<file path="config.mk">
export PLATFORM = sky130hd
export DESIGN_NAME = lbm_step_scheduler
export DESIGN_NICKNAME = d
export VERILOG_FILES = /design/src/rtl/lbm_step_scheduler.sv
export SDC_FILE = /design/constraint.sdc
export NUM_CORES = 1
export LEC_CHECK = 0
export CORE_ASPECT_RATIO = 1.75
export CORE_UTILIZATION = 45
export DETAILED_ROUTE_END_ITERATION = 6
export PLACE_DENSITY = 0.84
export SETUP_SLACK_MARGIN = 0.1
export SLEW_MARGIN = 25
export SYNTH_ARGS = -nofsm -noshare
export SYNTH_HDL_FRONTEND = slang
export SYNTH_SLANG_ARGS = --single-unit
</file>
<file path="constraint.sdc">
create_clock -name clk -period 2.28 [get_ports clk]
set_clock_uncertainty 0.05 [all_clocks]
set_input_delay 0.228 -clock clk [delete_from_list [all_inputs] [get_ports clk]]
set_output_delay 0.228 -clock clk [all_outputs]
set_load 0.02 [all_outputs]
</file>
<file path="src/rtl/lbm_step_scheduler.sv">
// Top-level sequencer for the lattice-Boltzmann datapath: sweeps cells into the
// collide/stream pipeline, drains it, swaps ping-pong banks and hands frames to readout.
module lbm_step_scheduler #(
  parameter int DEPTH         = 2500,
  parameter int ADDRESS_WIDTH = 12,
  parameter int PIPE_LATENCY  = 6,
  parameter int STEP_WIDTH    = 8,
  parameter int FRAME_WIDTH   = 16
) (
  input  logic                     clk,
  input  logic                     rst,
  input  logic                     start,
  input  logic                     stop,
  input  logic [STEP_WIDTH-1:0]    steps_per_frame,
  input  logic                     cell_ready,
  output logic                     cell_valid,
  output logic [ADDRESS_WIDTH-1:0] cell_addr,
  output logic                     bank_sel,
  output logic                     frame_ready,
  input  logic                     readout_done,
  output logic                     busy,
  output logic [STEP_WIDTH-1:0]    step_count,
  output logic [FRAME_WIDTH-1:0]   frame_count
);

  typedef enum logic [2:0] {
    S_IDLE,
    S_SWEEP,
    S_DRAIN,
    S_SWAP,
    S_READOUT
  } state_t;

  localparam int DRAIN_WIDTH = $clog2(PIPE_LATENCY + 1);
  localparam logic [ADDRESS_WIDTH-1:0] LAST_ADDR  = ADDRESS_WIDTH'(DEPTH - 1);
  localparam logic [DRAIN_WIDTH-1:0]   DRAIN_LOAD = DRAIN_WIDTH'(PIPE_LATENCY);

  state_t                   state_q, state_d;
  logic                     cell_valid_d;
  logic [ADDRESS_WIDTH-1:0] cell_addr_d;
  logic                     bank_sel_d;
  logic                     frame_ready_d;
  logic                     busy_d;
  logic [STEP_WIDTH-1:0]    step_count_d;
  logic [STEP_WIDTH-1:0]    step_inc;
  logic [FRAME_WIDTH-1:0]   frame_count_d;
  logic                     stop_q, stop_d;
  logic [STEP_WIDTH-1:0]    steps_q, steps_d;
  logic [DRAIN_WIDTH-1:0]   drain_q, drain_d;

  // NOTE: every signal gets a default before the case so no path leaves one unassigned (no latches).
  always_comb begin
    state_d       = state_q;
    cell_valid_d  = cell_valid;
    cell_addr_d   = cell_addr;
    bank_sel_d    = bank_sel;
    frame_ready_d = 1'b0;
    step_count_d  = step_count;
    frame_count_d = frame_count;
    stop_d        = stop_q;
    steps_d       = steps_q;
    drain_d       = drain_q;
    step_inc      = step_count + STEP_WIDTH'(1);

    // A stop pulse is remembered until the next frame boundary; it means nothing in IDLE.
    if (state_q != S_IDLE && stop) stop_d = 1'b1;

    unique case (state_q)
      S_IDLE: begin
        if (start) begin
          steps_d      = (steps_per_frame == '0) ? STEP_WIDTH'(1) : steps_per_frame;
          step_count_d = '0;
          cell_valid_d = 1'b1;
          cell_addr_d  = '0;
          state_d      = S_SWEEP;
        end
      end
      S_SWEEP: begin
        if (cell_valid && cell_ready) begin
          if (cell_addr == LAST_ADDR) begin
            cell_valid_d = 1'b0;
            cell_addr_d  = '0;
            drain_d      = DRAIN_LOAD;
            state_d      = S_DRAIN;
          end else begin
            cell_addr_d = cell_addr + ADDRESS_WIDTH'(1);
          end
        end
      end
      S_DRAIN: begin
        drain_d = drain_q - DRAIN_WIDTH'(1);
        if (drain_q <= DRAIN_WIDTH'(1)) state_d = S_SWAP;
      end
      S_SWAP: begin
        bank_sel_d = ~bank_sel;
        if (step_inc == steps_q) begin
          step_count_d  = '0;
          frame_ready_d = 1'b1;
          state_d       = S_READOUT;
        end else begin
          step_count_d = step_inc;
          cell_valid_d = 1'b1;
          state_d      = S_SWEEP;
        end
      end
      S_READOUT: begin
        if (readout_done) begin
          frame_count_d = frame_count + FRAME_WIDTH'(1);
          // A stop arriving with the last readout beat still ends this frame.
          if (stop_q || stop) begin
            stop_d  = 1'b0;
            state_d = S_IDLE;
          end else begin
            cell_valid_d = 1'b1;
            state_d      = S_SWEEP;
          end
        end
      end
      default: state_d = S_IDLE;
    endcase

    busy_d = (state_d != S_IDLE);
  end

  // NOTE: state updates use non-blocking assignments so every register samples pre-edge values.
  always_ff @(posedge clk) begin
    if (rst) begin
      state_q     <= S_IDLE;
      cell_valid  <= 1'b0;
      cell_addr   <= '0;
      bank_sel    <= 1'b0;
      frame_ready <= 1'b0;
      busy        <= 1'b0;
      step_count  <= '0;
      frame_count <= '0;
      stop_q      <= 1'b0;
      steps_q     <= STEP_WIDTH'(1);
      drain_q     <= '0;
    end else begin
      state_q     <= state_d;
      cell_valid  <= cell_valid_d;
      cell_addr   <= cell_addr_d;
      bank_sel    <= bank_sel_d;
      frame_ready <= frame_ready_d;
      busy        <= busy_d;
      step_count  <= step_count_d;
      frame_count <= frame_count_d;
      stop_q      <= stop_d;
      steps_q     <= steps_d;
      drain_q     <= drain_d;
    end
  end

endmodule
</file>
# Yosys cells after proc, flatten, opt, wreduce, memory -nomap -nowiden
# Cells that the tools add are included.
# op_classes
addsub	4
n_lt_le_gt_ge	1
n_eq_ne	12
mux	31
bitwise_logic	2
n_reduce_logical	18
# ops
operator	n
$mux 12	3
$mux 3	8
$mux 8	3
$pmux 12 s2	1
$add 16x1->16 const B	1
$pmux 8 s2	1
$pmux 3 s5	1
$add 12x1->12 const B	1
$eq 12x12->1 const B	1
$mux 1	12
$ne 2x2->1 const B	6
$add 8x1->8 const B	1
$eq 8x8->1	1
$logic_not 8->1	1
$reduce_and 7->1	1
$eq 3x2->1 const B	2
$pmux 3 s2	1
$reduce_and 2->1	3
$reduce_and 3->1	2
$reduce_bool 2->1	3
$reduce_bool 3->1	2
$pmux 1 s4	1
$reduce_bool 4->1	1
$eq 3x1->1 const B	1
other kinds (8)	10
# word_totals
register_bits	55
inputBits	14
output_inout_bits	40
elab_cells	79

# Depth between registers and ports, before layout
# Gate-level depths: netlist (run 1).
# logic_depth
depth_word	6
ltp_mapped	9
depth_no_buf	7

# Least setup slack after synthesis (run 1)
# Ideal clock, no wire load.
# synth_timing
path_kind	register to register
start	register step_count[0]
end	register step_count[2]
setup_ps	122
t_arrival_ps	2167
required_ps	2108
path_slack_ps	-60
stages_incl_launch_ff	10
path_buffers	2
synth_period_minus_slack_ps	2340
cell_sequence	dfxtp_1 ha_1 buf_2 xnor2_1 nor4_1 and4b_4 or4_4 buf_6 a31oi_1 mux2i_1
# synth_between
elab_chain_len	4
# synth_lines
element	line_no	rtl
start: declaration	22	output logic [STEP_WIDTH-1:0] step_count,
start signal: assignment	146	step_count <= step_count_d;
$add 8x1->8 (*)	63	step_inc = step_count + STEP_WIDTH'(1);
$eq 8x8->1	96	if (step_inc == steps_q) begin
$mux 8 (*)	96	
$pmux 8 s2 (*)	68	unique case (state_q)
# Mark *: on every way between the ends. The rest lies on a longest branch, timed or not.
# A chain may end at the register's enable or synchronous reset.

# Final worst setup path (run 1)
# layout_timing
start	register step_count[0]
end	register step_count[3]
# Same word-level chain as after synthesis.

==> out/metrics.csv, run 1 <==
stage,metric,value,unit
outcome,status,completed,
die,die height,105,um
sta,Final period util,92.2,%
cts,CTS max path bufs,2,
synth,Main synth FF type,dfxtp_1,
die,core footprint,5880,um2
routing,first drt pass iteration count,4,
critical_path,critical path type,flop to flop,
routing,First DRT Iteration DRCs,119,
synth,Synth cell types,49,
sta,Setup TNS,0,ns
critical_path,CP Max Fanout,10,
layout,Fillers,546,
cts,clock sinks,55,
layout,layout cells sized above 1,7.92,%
routing,vias,2509,
synth,Post-synth EDFFs,0,
cts,clock buffer count from CTS,5,
layout,Non-Filler Instances,457,
sta,Slew HR,64.2,%
routing,DR WL/cell,14.4,um
grt,largest net degree at the start of global routing,20,
synth,post-synthesis xor/xnor area fraction,10.5,%
sta,Tmin final,2.10,ns
layout,Multi-input gate area,1560,um2
power_and_ir_drop,Pwr Density,507,nW/um2
cts,later-pin clock latency in the skew report,0.31,ns
synth,Yosys reg bits,55,
synth,Post-Syn Area per Cell,8.36,um2
sta,Final Slew Violations,0,
synth,warning count from the yosys run,0,
sta,Final setup viols,0,
critical_path,CP Launch Type,flop,
layout,antenna fix cells,0,
grt,met3 Use GR,5.15,%
routing,vias per inst,5.49,
grt,met1 GRT Util,22.6,%
cts,H-Tree Depth,2,
cts,Post-CTS Hold Buffers,0,
grt,Congestion Overflow GR,0,
synth,post-synth top area share,40.0,%
placed_design,setup slack after placement,0.00763,ns
cts,root buf cell,clkbuf_8,
grt,Total GRT Usage,22.0,%
grt,busiest grt layer,met2,
critical_path,R2R cell count,7,
cts,CTS tree,built,
power_and_ir_drop,Leakage,0.00123,uW
sta,FMAX,0.476,GHz
routing,drt total wl,6.56,mm
grt,antenna violations before repair,0,
synth,compound-gate portion of the synthesized area,13.3,%
worst_hold_path,worst min path class,flop to flop,
sta,worst slew pin tran,0.535,ns
critical_path,Crit. End Element,flop,
synth,Synth Net Count,348,
placed_design,routability congestion estimate,0.966,
grt,vias in the first global route,2433,
synth,async set-reset flop share out of synthesis,0,%
synth,post-synthesis mux area share,1.46,%
layout,Area Overhead vs Synth,26.6,%
routing,# DRC,0,
power_and_ir_drop,VDD IR max,0.000384,V
grt,first-pass GRT wire length,10.8,mm
synth,largest family of logic cells by synthesized area,simple AND/OR/NAND/NOR gates,
worst_hold_path,WHS Path Cells,2,
synth,cell count after synthesis,329,
flow_run,Max-Cap Viols,0,
synth,Synth Area in Simple Gates,28.1,%
die,die width,61.1,um
synth,sequential area share after synthesis,40.0,%
die,initial core utilization,46.8,%
routing,Routed Antenna Nets,0,
sta,RSZ-0062 raised after global routing,yes,
sta,Final Hold Viols,0,
die,# IOs,54,
synth,Synth Cell Area,2750,um2
placed_design,IO buf count,53,
synth,Post-Synth Adder-Cell Area,2.27,%
layout,FF+latch area,1120,um2
critical_path,CP Data Required Time,2.44,ns
synth,"top cells by area, synth","dfxtp_1, xor2_1, nor2_1",
placed_design,dpl cells,449,
critical_path,flop2flop setup slack,0.18,ns
cts,clk slew on worst S/H paths,0.09,ns
grt,GR Util met2,38.7,%
die,DIE AREA,6440,um2
placed_design,DP HPWL,4.91,mm
critical_path,"Arr. time, crit path",2.26,ns
sta,final setup margin,0.178,ns
die,number of placement rows,37,
synth,largest area contributor in the netlist,dfxtp_1,
layout,Final nets,397,
[kinds of logic (layout without fill, tap and decap cells)]
| logic type | Yosys count | after routing |
|---|---|---|
| compound gates | 59 | 59 |
| flops | 55 | 55 |
| fa+ha+maj | 5 | 5 |
| mux | 4 | 4 |
| xor+xnor | 33 | 33 |
| buf+inv | 25 | 75 |
| simple gates | 148 | 148 |
[Yosys cell counts, drive strengths merged (5+ instances only)]
cell	count
a21oi	19
a31oi	9
and3	7
buf	8
clkbuf	8
dfxtp	55
ha	5
inv	9
nand2	38
nand3	8
nand4	10
nor2	42
nor2b	5
nor3	7
nor4	6
o21ai	12
or3	9
xnor2	12
xor2	21
[layout make-up]
| class | instances | share of cell area, % |
|---|---|---|
| clock buffers | 7 | 2.76 |
| multi-input cells | 249 | 44.8 |
| repair buffers | 58 | 16.3 |
| flip-flops and latches | 55 | 32.1 |
| inverters | 9 | 0.969 |
| well taps | 78 | 2.80 |
| clock inverters | 1 | 0.215 |
[routing by layer]
metal | up-vias | routed length (um)
met4 | 0 | 185
met3 | 17 | 288
met2 | 73 | 3530
met5 | - | 0
li1 | 1246 | -
met1 | 1173 | 2550
[layout by cell type (no fill, tap or decap), types with 2 or more instances in the layout]
cell type / Yosys / layout
a21o_1: 2 / 2
mux2i_1: 4 / 4
nand3_1: 8 / 8
o31ai_1: 2 / 2
nor2_1: 42 / 42
clkbuf_8: 0 / 7
nor4_1: 4 / 4
a31oi_1: 9 / 9
and4_1: 2 / 2
and2_1: 3 / 3
nor3_1: 7 / 6
xor2_1: 21 / 21
nand4_2: 2 / 2
clkdlybuf4s50_1: 0 / 53
and3_1: 7 / 7
o21a_1: 2 / 2
dfxtp_1: 55 / 49
nor2b_1: 5 / 5
o21bai_1: 2 / 2
nand2_1: 38 / 38
o21ai_0: 6 / 6
dfxtp_4: 0 / 4
nand2b_1: 4 / 4
dfxtp_2: 0 / 2
buf_4: 4 / 5
o211ai_1: 3 / 3
o2bb2ai_1: 2 / 2
ha_1: 5 / 4
or3_1: 8 / 8
nand4_1: 8 / 8
a21oi_1: 19 / 19
xnor2_1: 12 / 12
o21ai_1: 6 / 6
inv_1: 8 / 8
[sequential cells by signal, summed over array words and instances (netlist names)]
name and cells:
bank_sel 1, busy 1, cell_addr 12, cell_valid 1, drain_q 3, frame_count 16, frame_ready 1, state_q 3
step_count 8, steps_q 8, stop_q 1
[where the power goes]
part	leakage [uW]	internal (uW)	switching, uW	total (uW)
Sequential	0.000450	973	19.2	992
Combinational	0.000729	83.9	96.0	180
Clock	0.0000505	277	319	595
[critical path, stage by stage, from the launching register on]
cell and delay [ns]:
dfxtp_4 0.39, ha_4 0.20, xnor2_1 0.13, nor4_1 0.15, and4b_4 0.24, or4_4 0.54, a31oi_1 0.21, o2bb2ai_1 0.09
[stage by stage]
step / total power [uW] / utilization, % / hold WS, ns / cell area (um2)
6_report: 1770 / 59.3 / 0.421 / 3480
5_1_grt: 1850 / 59.3 / 0.442 / 3480
4_1_cts: 1780 / 58.8 / 0.423 / 3460
3_5_place_dp: 1190 / 56.8 / 0.410 / 3340
3_3_place_gp: 1190 / 56.8 / 0.407 / 3340
2_1_floorplan: 1130 / - / 0.314 / 2770
[final timing paths]
path,start,endpoint
min reg2reg,steps_q[1],steps_q[1]
min,steps_q[1],steps_q[1]
max,step_count[0],step_count[3]
max reg2reg,step_count[0],step_count[3]
[repair_timing]
item	4_1_cts	5_1_grt
pin swaps	0	1
resized for setup	3	7
endpoints found under the setup margin	7	9
buffers inserted	0	0
cloned	0	0
Power figures use the tool's default switching activity.
==> inputs of run 2 (changes only) <==
Settings changed: SLEW_MARGIN 25 to 30.
==> results of run 2 <==
Final layout, timing and power as in run 1 (identical DEF).
==> patch, RTL diff (config.mk and constraints of run 2) <==
The parameter `FRAME_WIDTH` goes from 16 to 24.
--- a/src/rtl/lbm_step_scheduler.sv
+++ b/src/rtl/lbm_step_scheduler.sv
@@ -7,3 +7,3 @@
   parameter int STEP_WIDTH    = 8,
-  parameter int FRAME_WIDTH   = 16
+  parameter int FRAME_WIDTH   = 24
 ) (
Interface: changed (resized frame_count); port bits go from 54 to 62. No check against the original RTL was run, so the function may have changed too.
==> patch against run 2 <==
Setup slack gained 30 ps; combinational power grew 4%; routed wire length grew 20%; total power grew 40%; critical path type unchanged; sequential cell count grew 8; critical endpoint unchanged; area after synthesis grew 12%; final area grew 18%; count of clock-buffer cells in the layout grew 5; cell count grew 16%.
==> patch: results <==
metrics = {
    "power": {
        "ir_worst_vdd_uv": 508,
        "p_total_uw": 2480,
        "pwr-share-clk_pct": 46.4,
        "p_leak_uw": 0.00145,
        "pg_comb_uw": 187,
        "p_sw_uw": 554,
    },
    "cells_and_area": {
        "buffers": 75,
        "design.seq.count": 63,
        "seq_area_um2": 1270,
        "inv_count": 12,
        "n_clock_buffer": 12,
        "biggestRegsByFlops": "frame_count: 24 flops, cell_addr: 12 flops",
        "nets": 463,
        "fillCellCount": 590,
        "multi_input_area_um2": 1720,
        "nMultiInputCombCells": 283,
        "drive_gt1_share_pct": 8.95,
    },
    "critical_path": {
        "crit_family": "compound AO/OA/AOI/OAI gates",
        "cp_slowest_cell": "dfxtp_4",
        "critPathMaxStageDelay_ps": 370,
        "worst_ep_arrival_time_ps": 2220,
        "critical_path.endpoint": "step_count[3]$_SDFFE_PP0P_",
        "reg2reg_depth": 8,
    },
    "route": {
        "vias": 2953,
        "dr_wl_met2_um": 4340,
        "drt_iter0_drc": 214,
        "drt-total-wl_um": 7890,
        "viasPerCell": 5.58,
        "dr_wl_met3_um": 313,
        "met1_length_um": 2990,
    },
    "grt": {
        "grt_util_met3_pct": 4.92,
        "grt_pass1_vias": 2865,
        "grt.overflow.total": 0,
        "grt_pass1_wl_um": 13000,
        "grt_max_degree": 29,
        "grtUsageMet1_pct": 23.7,
    },
    "clocking": {
        "post_cts_resized": 0,
        "cts-root-buf": "clkbuf_16",
        "clkSlewWorstSetupHoldPaths_ps": 50,
        "htree_levels": 3,
    },
    "sta": {
        "slew_headroom_pct": 61.3,
        "setup_slack_ps": 208,
    },
    "synthesis": {
        "synthTopCellsByArea": "dfxtp_1 41%, nor2_1 6.0%, xor2_1 5.4%",
        "synth-adder-area-share_pct": 2.03,
        "synth_area_per_cell_um2": 8.26,
        "synthMuxAreaShare_pct": 1.94,
        "syn_inst": 374,
        "ys_types": 51,
        "synth_compound_area_share_pct": 11.3,
    },
    "placement": {
        "gp_congestion": 0.874,
        "pre_cts_ws_ps": 127,
        "place_inst": 515,
        "hpwl_um": 5800,
        "placed_area_um2": 3850,
        "io_buffers": 61,
    },
    "status": {
        "status": "finished clean",
    },
    "min_path": {
        "hold_path_class": "flip-flop to flip-flop",
    },
}
## patch: cell count changes in the layout (fill, tap and decap cells not counted), sizes merged, moves of 4 or more
cell and delta:
buf +9, clkbuf +5, clkdlybuf4s50 +8, dfxtp +8, nand2 +5, nand3 +12
nand3b +4, nor2 +7, nor2b -4, nor3 +4, xnor2 +5
## patch: worst min-delay path by stage
stage | from | cells after the start | slack [ps] | end
floorplan | steps_per_frame[6] | 2 | 310 | steps_q[6]$_SDFFE_PP0P_
detailed placement | steps_q[1]$_SDFFE_PP0P_ | 2 | 410 | steps_q[1]$_SDFFE_PP0P_
CTS | steps_q[1]$_SDFFE_PP0P_ | 2 | 420 | steps_q[1]$_SDFFE_PP0P_
global placement | steps_q[3]$_SDFFE_PP0P_ | 2 | 410 | steps_q[3]$_SDFFE_PP0P_
finish | steps_q[1]$_SDFFE_PP0P_ | 2 | 420 | steps_q[1]$_SDFFE_PP0P_
global route | steps_per_frame[7] | 3 | 440 | steps_q[7]$_SDFFE_PP0P_
